**config.mk**
```make
export PLATFORM = sky130hd
export DESIGN_NAME = lcd_msg_arbiter
export DESIGN_NICKNAME = d
export VERILOG_FILES = /design/src/rtl/lcd_pkg.sv /design/src/rtl/lcd_rr_pick.sv /design/src/rtl/lcd_msg_arbiter.sv
export SDC_FILE = /design/constraint.sdc
export NUM_CORES = 1
export LEC_CHECK = 0
export ABC_CLOCK_PERIOD_IN_PS = 3500
export BUFFER_PORTS_ARGS = -buffer_cell sky130_fd_sc_hd__buf_2
export CELL_PAD_IN_SITES_DETAIL_PLACEMENT = 0
export CELL_PAD_IN_SITES_GLOBAL_PLACEMENT = 1
export CORE_AREA = 10 10 398 400
export CTS_BUF_LIST = sky130_fd_sc_hd__clkbuf_16
export CTS_CLUSTER_DIAMETER = 50
export CTS_CLUSTER_SIZE = 28
export DETAILED_ROUTE_END_ITERATION = 16
export DIE_AREA = 0 0 408 410
export PLACE_DENSITY = 0.34
export SLEW_MARGIN = 20
export SYNTH_ARGS = -nofsm -noshare
export SYNTH_HDL_FRONTEND = slang
export SYNTH_SLANG_ARGS = --single-unit
```
**constraint.sdc**
```tcl
create_clock -name clk -period 3.5 [get_ports clk]
set_input_delay 0.7 -clock clk [delete_from_list [all_inputs] [get_ports clk]]
set_output_delay 0.7 -clock clk [all_outputs]
set_load 0.005 [all_outputs]
```
**src/rtl/lcd_pkg.sv**
```systemverilog
// Shared LCD constants, message payload and arbiter state encoding.
package lcd_pkg;

  localparam int unsigned LCD_CHARS  = 16;
  localparam int unsigned LCD_LINE_W = 128;

  localparam logic [7:0]            ASCII_SPACE = 8'h20;
  localparam logic [LCD_LINE_W-1:0] BLANK_LINE  = {LCD_CHARS{ASCII_SPACE}};

  // Two rows of sixteen ASCII characters, byte 0 (leftmost) at the MSB end.
  typedef struct packed {
    logic [LCD_LINE_W-1:0] line1;
    logic [LCD_LINE_W-1:0] line2;
  } lcd_msg_t;

  typedef enum logic [1:0] {
    IDLE  = 2'd0,
    LOAD  = 2'd1,
    DWELL = 2'd2
  } arb_state_e;

endpackage

```
**src/rtl/lcd_rr_pick.sv**
```systemverilog
// Combinational round-robin picker: first asserted request searching upward
// from last+1 with wrap-around.
module lcd_rr_pick #(
  parameter int unsigned NREQ  = 3,
  parameter int unsigned AID_W = 2
) (
  input  logic [NREQ-1:0]  req,
  input  logic [AID_W-1:0] last,
  output logic             found_c,
  output logic [AID_W-1:0] grant_c
);

  logic [AID_W-1:0] idx;

  // Walk the rotated order once; the first hit wins.
  always_comb begin
    found_c = 1'b0;
    grant_c = '0;
    idx     = '0;
    for (int unsigned i = 1; i <= NREQ; i++) begin
      idx = AID_W'((32'(last) + i) % NREQ);
      if (!found_c && req[idx]) begin
        found_c = 1'b1;
        grant_c = idx;
      end
    end
  end

endmodule

```
**src/rtl/lcd_msg_arbiter.sv**
```systemverilog
// Round-robin arbiter sharing one 16x2 LCD between NREQ message sources.
// Each granted message is held on line1/line2 for DWELL_CYCLES clocks.
// Optional: define LCD_ARB_PREEMPT_EN to let source 0 cut a dwell short.
module lcd_msg_arbiter
  import lcd_pkg::*;
#(
  parameter  int unsigned NREQ         = 3,
  parameter  int unsigned DWELL_CYCLES = 1400000,
  parameter  int unsigned CNT_W        = 32,
  localparam int unsigned AID_W        = (NREQ > 1) ? $clog2(NREQ) : 1
) (
  input  logic                       clk,
  input  logic                       rst_n,
  input  logic [NREQ-1:0]            req_valid,
  output logic [NREQ-1:0]            req_ready,
  input  logic [NREQ*LCD_LINE_W-1:0] req_line1,
  input  logic [NREQ*LCD_LINE_W-1:0] req_line2,
  output logic [LCD_LINE_W-1:0]      line1,
  output logic [LCD_LINE_W-1:0]      line2,
  output logic [AID_W-1:0]           active_id,
  output logic                       busy
);

  arb_state_e       state_q, state_d;
  logic [AID_W-1:0] g_q, g_d;
  logic [AID_W-1:0] rr_q, rr_d;
  logic [CNT_W-1:0] cnt_q, cnt_d;
  lcd_msg_t         disp_q, disp_d;
  logic [AID_W-1:0] aid_q, aid_d;
  logic [NREQ-1:0]  ready_q, ready_d;
  logic             busy_q, busy_d;
  logic             pre_q, pre_d;

  logic             pick_found;
  logic [AID_W-1:0] pick_idx;
  lcd_msg_t         src_msg [NREQ];

  // Unpack the flat source buses into per-source messages.
  for (genvar k = 0; k < NREQ; k++) begin : g_src
    assign src_msg[k].line1 = req_line1[k*LCD_LINE_W +: LCD_LINE_W];
    assign src_msg[k].line2 = req_line2[k*LCD_LINE_W +: LCD_LINE_W];
  end

  lcd_rr_pick #(
    .NREQ  (NREQ),
    .AID_W (AID_W)
  ) u_pick (
    .req     (req_valid),
    .last    (rr_q),
    .found_c (pick_found),
    .grant_c (pick_idx)
  );

  // Next-state and next-output logic.
  always_comb begin
    state_d = state_q;
    g_d     = g_q;
    rr_d    = rr_q;
    cnt_d   = cnt_q;
    disp_d  = disp_q;
    aid_d   = aid_q;
    ready_d = '0;
    pre_d   = pre_q;

    case (state_q)
      IDLE: begin
        if (pick_found) begin
          g_d               = pick_idx;
          ready_d[pick_idx] = 1'b1;
          pre_d             = 1'b0;
          state_d           = LOAD;
        end
      end

      LOAD: begin
        // Ready is up this cycle; a dropped valid abandons the grant.
        state_d = IDLE;
        if (req_valid[g_q]) begin
          disp_d  = src_msg[g_q];
          aid_d   = g_q;
          if (!pre_q) begin
            rr_d = g_q;
          end
          cnt_d   = CNT_W'(DWELL_CYCLES - 1);
          state_d = DWELL;
        end
      end

      DWELL: begin
        if (cnt_q == '0) begin
          state_d = IDLE;
        end else begin
          cnt_d = cnt_q - CNT_W'(1);
        end
`ifdef LCD_ARB_PREEMPT_EN
        // Urgent source 0 interrupts any other source's dwell; rr is frozen.
        if (req_valid[0] && (aid_q != '0)) begin
          g_d        = '0;
          ready_d    = '0;
          ready_d[0] = 1'b1;
          pre_d      = 1'b1;
          state_d    = LOAD;
        end
`endif
      end

      default: begin
        state_d = IDLE;
      end
    endcase

    busy_d = (state_d != IDLE);
  end

  // State and output registers.
  always_ff @(posedge clk or negedge rst_n) begin
    if (!rst_n) begin
      state_q <= IDLE;
      g_q     <= '0;
      rr_q    <= AID_W'(NREQ - 1);
      cnt_q   <= '0;
      disp_q  <= '{line1: BLANK_LINE, line2: BLANK_LINE};
      aid_q   <= '0;
      ready_q <= '0;
      busy_q  <= 1'b0;
      pre_q   <= 1'b0;
    end else begin
      state_q <= state_d;
      g_q     <= g_d;
      rr_q    <= rr_d;
      cnt_q   <= cnt_d;
      disp_q  <= disp_d;
      aid_q   <= aid_d;
      ready_q <= ready_d;
      busy_q  <= busy_d;
      pre_q   <= pre_d;
    end
  end

  assign req_ready = ready_q;
  assign line1     = disp_q.line1;
  assign line2     = disp_q.line2;
  assign active_id = aid_q;
  assign busy      = busy_q;

endmodule

```
; Word-level counts from Yosys, hierarchy flattened
; Cells that the tools add are included.
[op_classes]
n_reduce_logical = 12
bitwise_logic = 1
muxes = 28
add_sub_neg = 4
div = 3
n_shift = 0
magnitude_cmp = 7
mul = 0
n_eq_ne = 4
[op_table]
columns = operator, n
row1 = binary-select mux 256 bit (select 2 bit), 1
row2 = 2-to-1 mux 256 bit, 2
row3 = modulo 32 x 2 -> 32 bit (second input constant), 3
row4 = 2-to-1 mux 32 bit, 2
row5 = one-hot mux 32 bit (2 select lines), 1
row6 = zero test 32 bit, 1
row7 = subtractor 32 x 1 -> 32 bit (second input constant), 1
row8 = < comparator 2 x 3 -> 1 bit (second input constant), 5
row9 = 2-to-1 mux 2 bit, 6
row10 = binary-select mux 1 bit (select 2 bit), 4
row11 = 2-to-1 mux 1 bit, 8
row12 = adder 2 x 2 -> 3 bit (second input constant), 2
row13 = 2-to-1 mux 3 bit, 2
row14 = one-hot mux 2 bit (3 select lines), 1
row15 = inequality test 2 bit (second input constant), 2
row16 = AND reduction 2 bit, 2
row17 = nonzero test 2 bit, 2
row18 = adder 2 x 1 -> 3 bit (second input constant), 1
row19 = greater-or-equal comparator 3 bit (second input constant), 1
row20 = logical AND 1 bit, 3
row21 = NOT 2 -> 3 bit, 1
row22 = AND reduction 3 bit, 1
row23 = demux 1 bit (select 2 bit), 1
row24 = == test 2 x 1 -> 1 bit (second input constant), 1
row25 = 4 further kinds, 5
[totals]
reg_bits = 300
word_cells = 68
rom_bits = 0
mem_bits_rw = 0
inputBits = 773
latch_bits = 0
memories = 0

; Depth between registers and ports, before layout
[depth]
ltp_word = 17
ltp_mapped = 11

; Cells and area by module
; From an unflattened synthesis, not the netlist that was laid out.
[unflattened]
cells_unflattened = 1925
hier_area_um2 = 16404.5
[modules_own_cells]
columns = mod, seq_area_each_um2, area_each_um2, instances, cells_each
row1 = lcd_msg_arbiter, 7523.5, 16273.1, 1, 1905
row2 = lcd_rr_pick, 0.0, 131.4, 1, 20

; Least setup slack after synthesis
; No wires, ideal clock.
[synth_timing]
path_kind = reg-to-reg
start = reg cnt_q[4]
end = reg cnt_q[10]
path_slack_ns = 0.945
path_stages_with_launch = 8
n_path_buf = 2
setup_time_ns = 0.132
arrival_ns = 2.424
cell_sequence = dfrtp_1 > or4_1 > buf_2 > or4_4 > buf_6 > o31ai_4 > nor3_1 > or3b_1
[synth_via]
elab_chain_cells = 3
[synth_lines]
columns = element, line_no
row1 = start: declaration, lcd_msg_arbiter.sv:27  ; logic [CNT_W-1:0] cnt_q, cnt_d;
row2 = start signal: assignment, lcd_msg_arbiter.sv:131  ; cnt_q <= cnt_d;
row3 = subtractor 32 x 1 -> 32 bit / zero test 32 bit (equally long branches), "lcd_msg_arbiter.sv:93, lcd_msg_arbiter.sv:90"
row4 = 2-to-1 mux 32 bit / inequality test 2 bit (equally long branches), n/a
row5 = one-hot mux 32 bit (2 select lines) / AND reduction 3 bit (equally long branches), n/a
; Parallel ways exist; a longest one is shown, timed or not. The select of a mux whose other input is x is not followed.
; A chain may end at the register's enable or synchronous reset.

; Worst setup path in the final report
; Ends and elaborated chain as after synthesis.

==> flow_summary_export.csv <==
group,metric,value,unit
outcome,status,"completed",
clocking,cts_root_buf,"clkbuf_16",
drt,wl_per_cell,23.31,um
power_and_ir_drop,power,23690,uW
sta,fin_tns_setup,0,ns
floorplan,placementRows,143,
power_and_ir_drop,cellPowerDensity,877.9,mW/mm2
drt,wl_met1,44000,um
global_routing,overflow,0,
floorplan,initial_core_util,10.87,%
place,placed_area,0.02410,mm2
global_routing,grt_antenna_before_repair,130,
worst_setup_path,crit_fanout,8,
sta,clock.fmax,367.7,MHz
power_and_ir_drop,leakage,0.01327,uW
logic_synthesis,synth_area_leaders,"dfrtp_1 (41%), mux2i_1 (16%), a21oi_1 (8.1%), o21ai_0 (8.1%), nand2_1 (6.3%)",
worst_setup_path,cp-start-kind,"register",
logic_synthesis,syn_nets,2700,
drt,drc,0,
drt,drtPass1Iterations,4,
worst_setup_path,cp-end-kind,"register",
drt,drt_wl_total,117700,um
floorplan,core_region_area,0.1508,mm2
floorplan,die_area,0.1673,mm2
global_routing,grt_pass1_vias,19290,
place,pre_cts_ws,0.7744,ns
logic_synthesis,synth_edf_count,0,
place,dp_hpwl,96910,um
finish,area_growth,64.63,%
clocking,ctsHoldBuffers,1,
min_path,hp-class,"primary input to register",
finish,nets,3704,
logic_synthesis,synth_flop_cell,"dfrtp_1",
logic_synthesis,ys_seq_elements,299,
sta,slew_viol_final,0,
sta,fin_crit_sh,77.71,%
drt,ant_nets,0,
logic_synthesis,yosys_warnings,0,
sta,slew_headroom,44.02,%
logic_synthesis,syn_inst,1922,
global_routing,grt_pass1_wl,159000,um
floorplan,io_pins,1035,
floorplan,fp.dieH,410,um
clocking,cts.sinks,299,
clocking,cts_tree,"built",
global_routing,grt_max_degree,163,
logic_synthesis,seq_area_frac_synth,45.90,%
logic_synthesis,syn_area_per_cell,8.528,um2
drt,post_drt_via_cell_ratio,3.582,
drt,route.met2.wl,59910,um
worst_setup_path,crit_type,"register to register",
logic_synthesis,synth_cell_type_count,49,
clocking,post_cts_resized,0,
drt,top_layer_used,"met5",
clocking,cts_setup_buffers,0,
logic_synthesis,synth_area_leader_cell,"dfrtp_1",
clocking,cts_max_level,3,
drt,drt_iter0_markers,793,
drt,dr_wl_met3,9703,um
global_routing,grt_util_all_layers,13.40,%
clocking,clockBufferDepth,3,
logic_synthesis,syn-cell-area,0.01639,mm2
floorplan,die_w,408,um
power_and_ir_drop,ir_drop,0.4177,mV
logic_synthesis,synth.top_cell.area_share,40.61,%
sta,finalCriticalPeriod,2.720,ns
sta,finalHoldViolCount,0,
clocking,worstSkewPairLatency,0.65,ns
place,routabilityCongestion,0.8030,
sta,setup_viol,0,
sta,fin_ws,0.7801,ns
sta,grt_setup_unrepaired,"false",
job,cap_violations,0,
sta,worst_pin_slew,0.8397,ns
finish,design_area,0.02698,mm2
finish,final_layout_size_suffix_gt1_share,42.03,%
drt,num_vias,18090,
worst_setup_path,crit_arrival,3.22,ns
worst_setup_path,required,4.00,ns
sta,clock_skew,0.03420,ns
finish,fillCellCount,17250,
clocking,path_clk_slew,0.06,ns
place,io_buffers,1034,
logic_synthesis,async_flop_share,100.0,%
clocking,cts_made_buffers,78,
## synthesized netlist by cell type (5+ instances only)
cell	instances
a31oi_1	5
o31ai_1	9
o21ai_0	264
nand3_1	9
a21oi_1	266
o311ai_0	6
or4_1	6
nor2_1	268
mux2i_1	263
or3_1	9
nand4_1	7
inv_1	10
nand2_1	274
buf_1	33
nor3_1	11
dfrtp_1	266
dfstp_2	33
ha_1	5
clkbuf_1	119
o41ai_1	6
## worst max-delay path, stage by stage, from the launching register on
cell and delay, ns:
dfrtp_1 0.44, or4_1 0.69, or4_4 0.60, o31ai_4 0.43, nor3_1 0.09, or3b_1 0.35
## metrics by stage
stage	util, %	hold slack [ns]	std cells
global placement	15.98	0.4572	4875
floorplan	-	0.4044	1922
CTS	17.84	0.2501	5021
finish	17.89	0.3351	5051
detailed placement	15.98	0.4652	4875
global route	17.88	0.2958	5042
## final timing paths
path	endpoint	slack, ns	startpoint	cells after the start
setup / recovery	cnt_q[10]	0.78	cnt_q[4]	5
hold / removal	line2[118]	0.34	req_line2[246]	3
setup reg to reg	cnt_q[10]	0.78	cnt_q[4]	5
hold reg to reg	line2[48]	0.47	line2[48]	2
max in group asynchronous	line1[37]	1.96	rst_n	3
min in group asynchronous	line2[66]	0.62	rst_n	2
## cell type report
class                           instances  area, um2  area share, %
Timing Repair Buffer                 1080       5758          21.34
Clock inverter                         66      825.8          3.060
Tap cell                             2030       2540          9.413
Antenna cell                           30      75.07         0.2782
Multi-Input combinational cell       1457       8240          30.54
Inverter                               10      37.54         0.1391
Clock buffer                           79       1977          7.326
Sequential cell                       299       7531          27.91
## report_power, final
group / switching [uW] / internal [uW]
sequential: 789 / 4870
combinational: 6480 / 3790
clock: 2520 / 5230
## state kept, by name, summed over array words and instances (netlist names)
register / count
line2: 128
active_id: 1
state_q: 2
busy: 1
cnt_q: 32
rr_q: 2
req_ready: 3
g_q: 2
line1: 128
## logic make-up after synthesis
kind of cell / count (synthesis) / synth area share [%]
AND/OR/NAND/NOR: 613 / 15.30
XOR/XNOR: 3 / 0.1603
multiplexers: 264 / 16.13
buffers and inverters: 166 / 3.886
adder cells (fa/ha/maj): 5 / 0.3817
flip-flops: 299 / 45.90
AO/OA/AOI/OAI: 572 / 18.24
## cells in the final DEF, fill, tap and decap left out, drive strengths merged, types with 10 or more instances in the layout
cell type / instances
dfrtp: 266
o21ai: 265
diode: 30
o31ai: 10
mux2i: 263
a21oi: 266
inv: 21
bufinv: 15
clkinv: 25
dfstp: 33
nor2: 268
buf: 1079
nand2: 274
nor3: 12
clkbuf: 79
clkinvlp: 15
## routing by layer
layer  vias up  track usage, %
met5         -               0
met4        84           4.586
met3       282           5.472
met2       651           23.73
met1      8307           14.33
li1       8770               -
No activity file was read; power rests on OpenSTA's default activity.
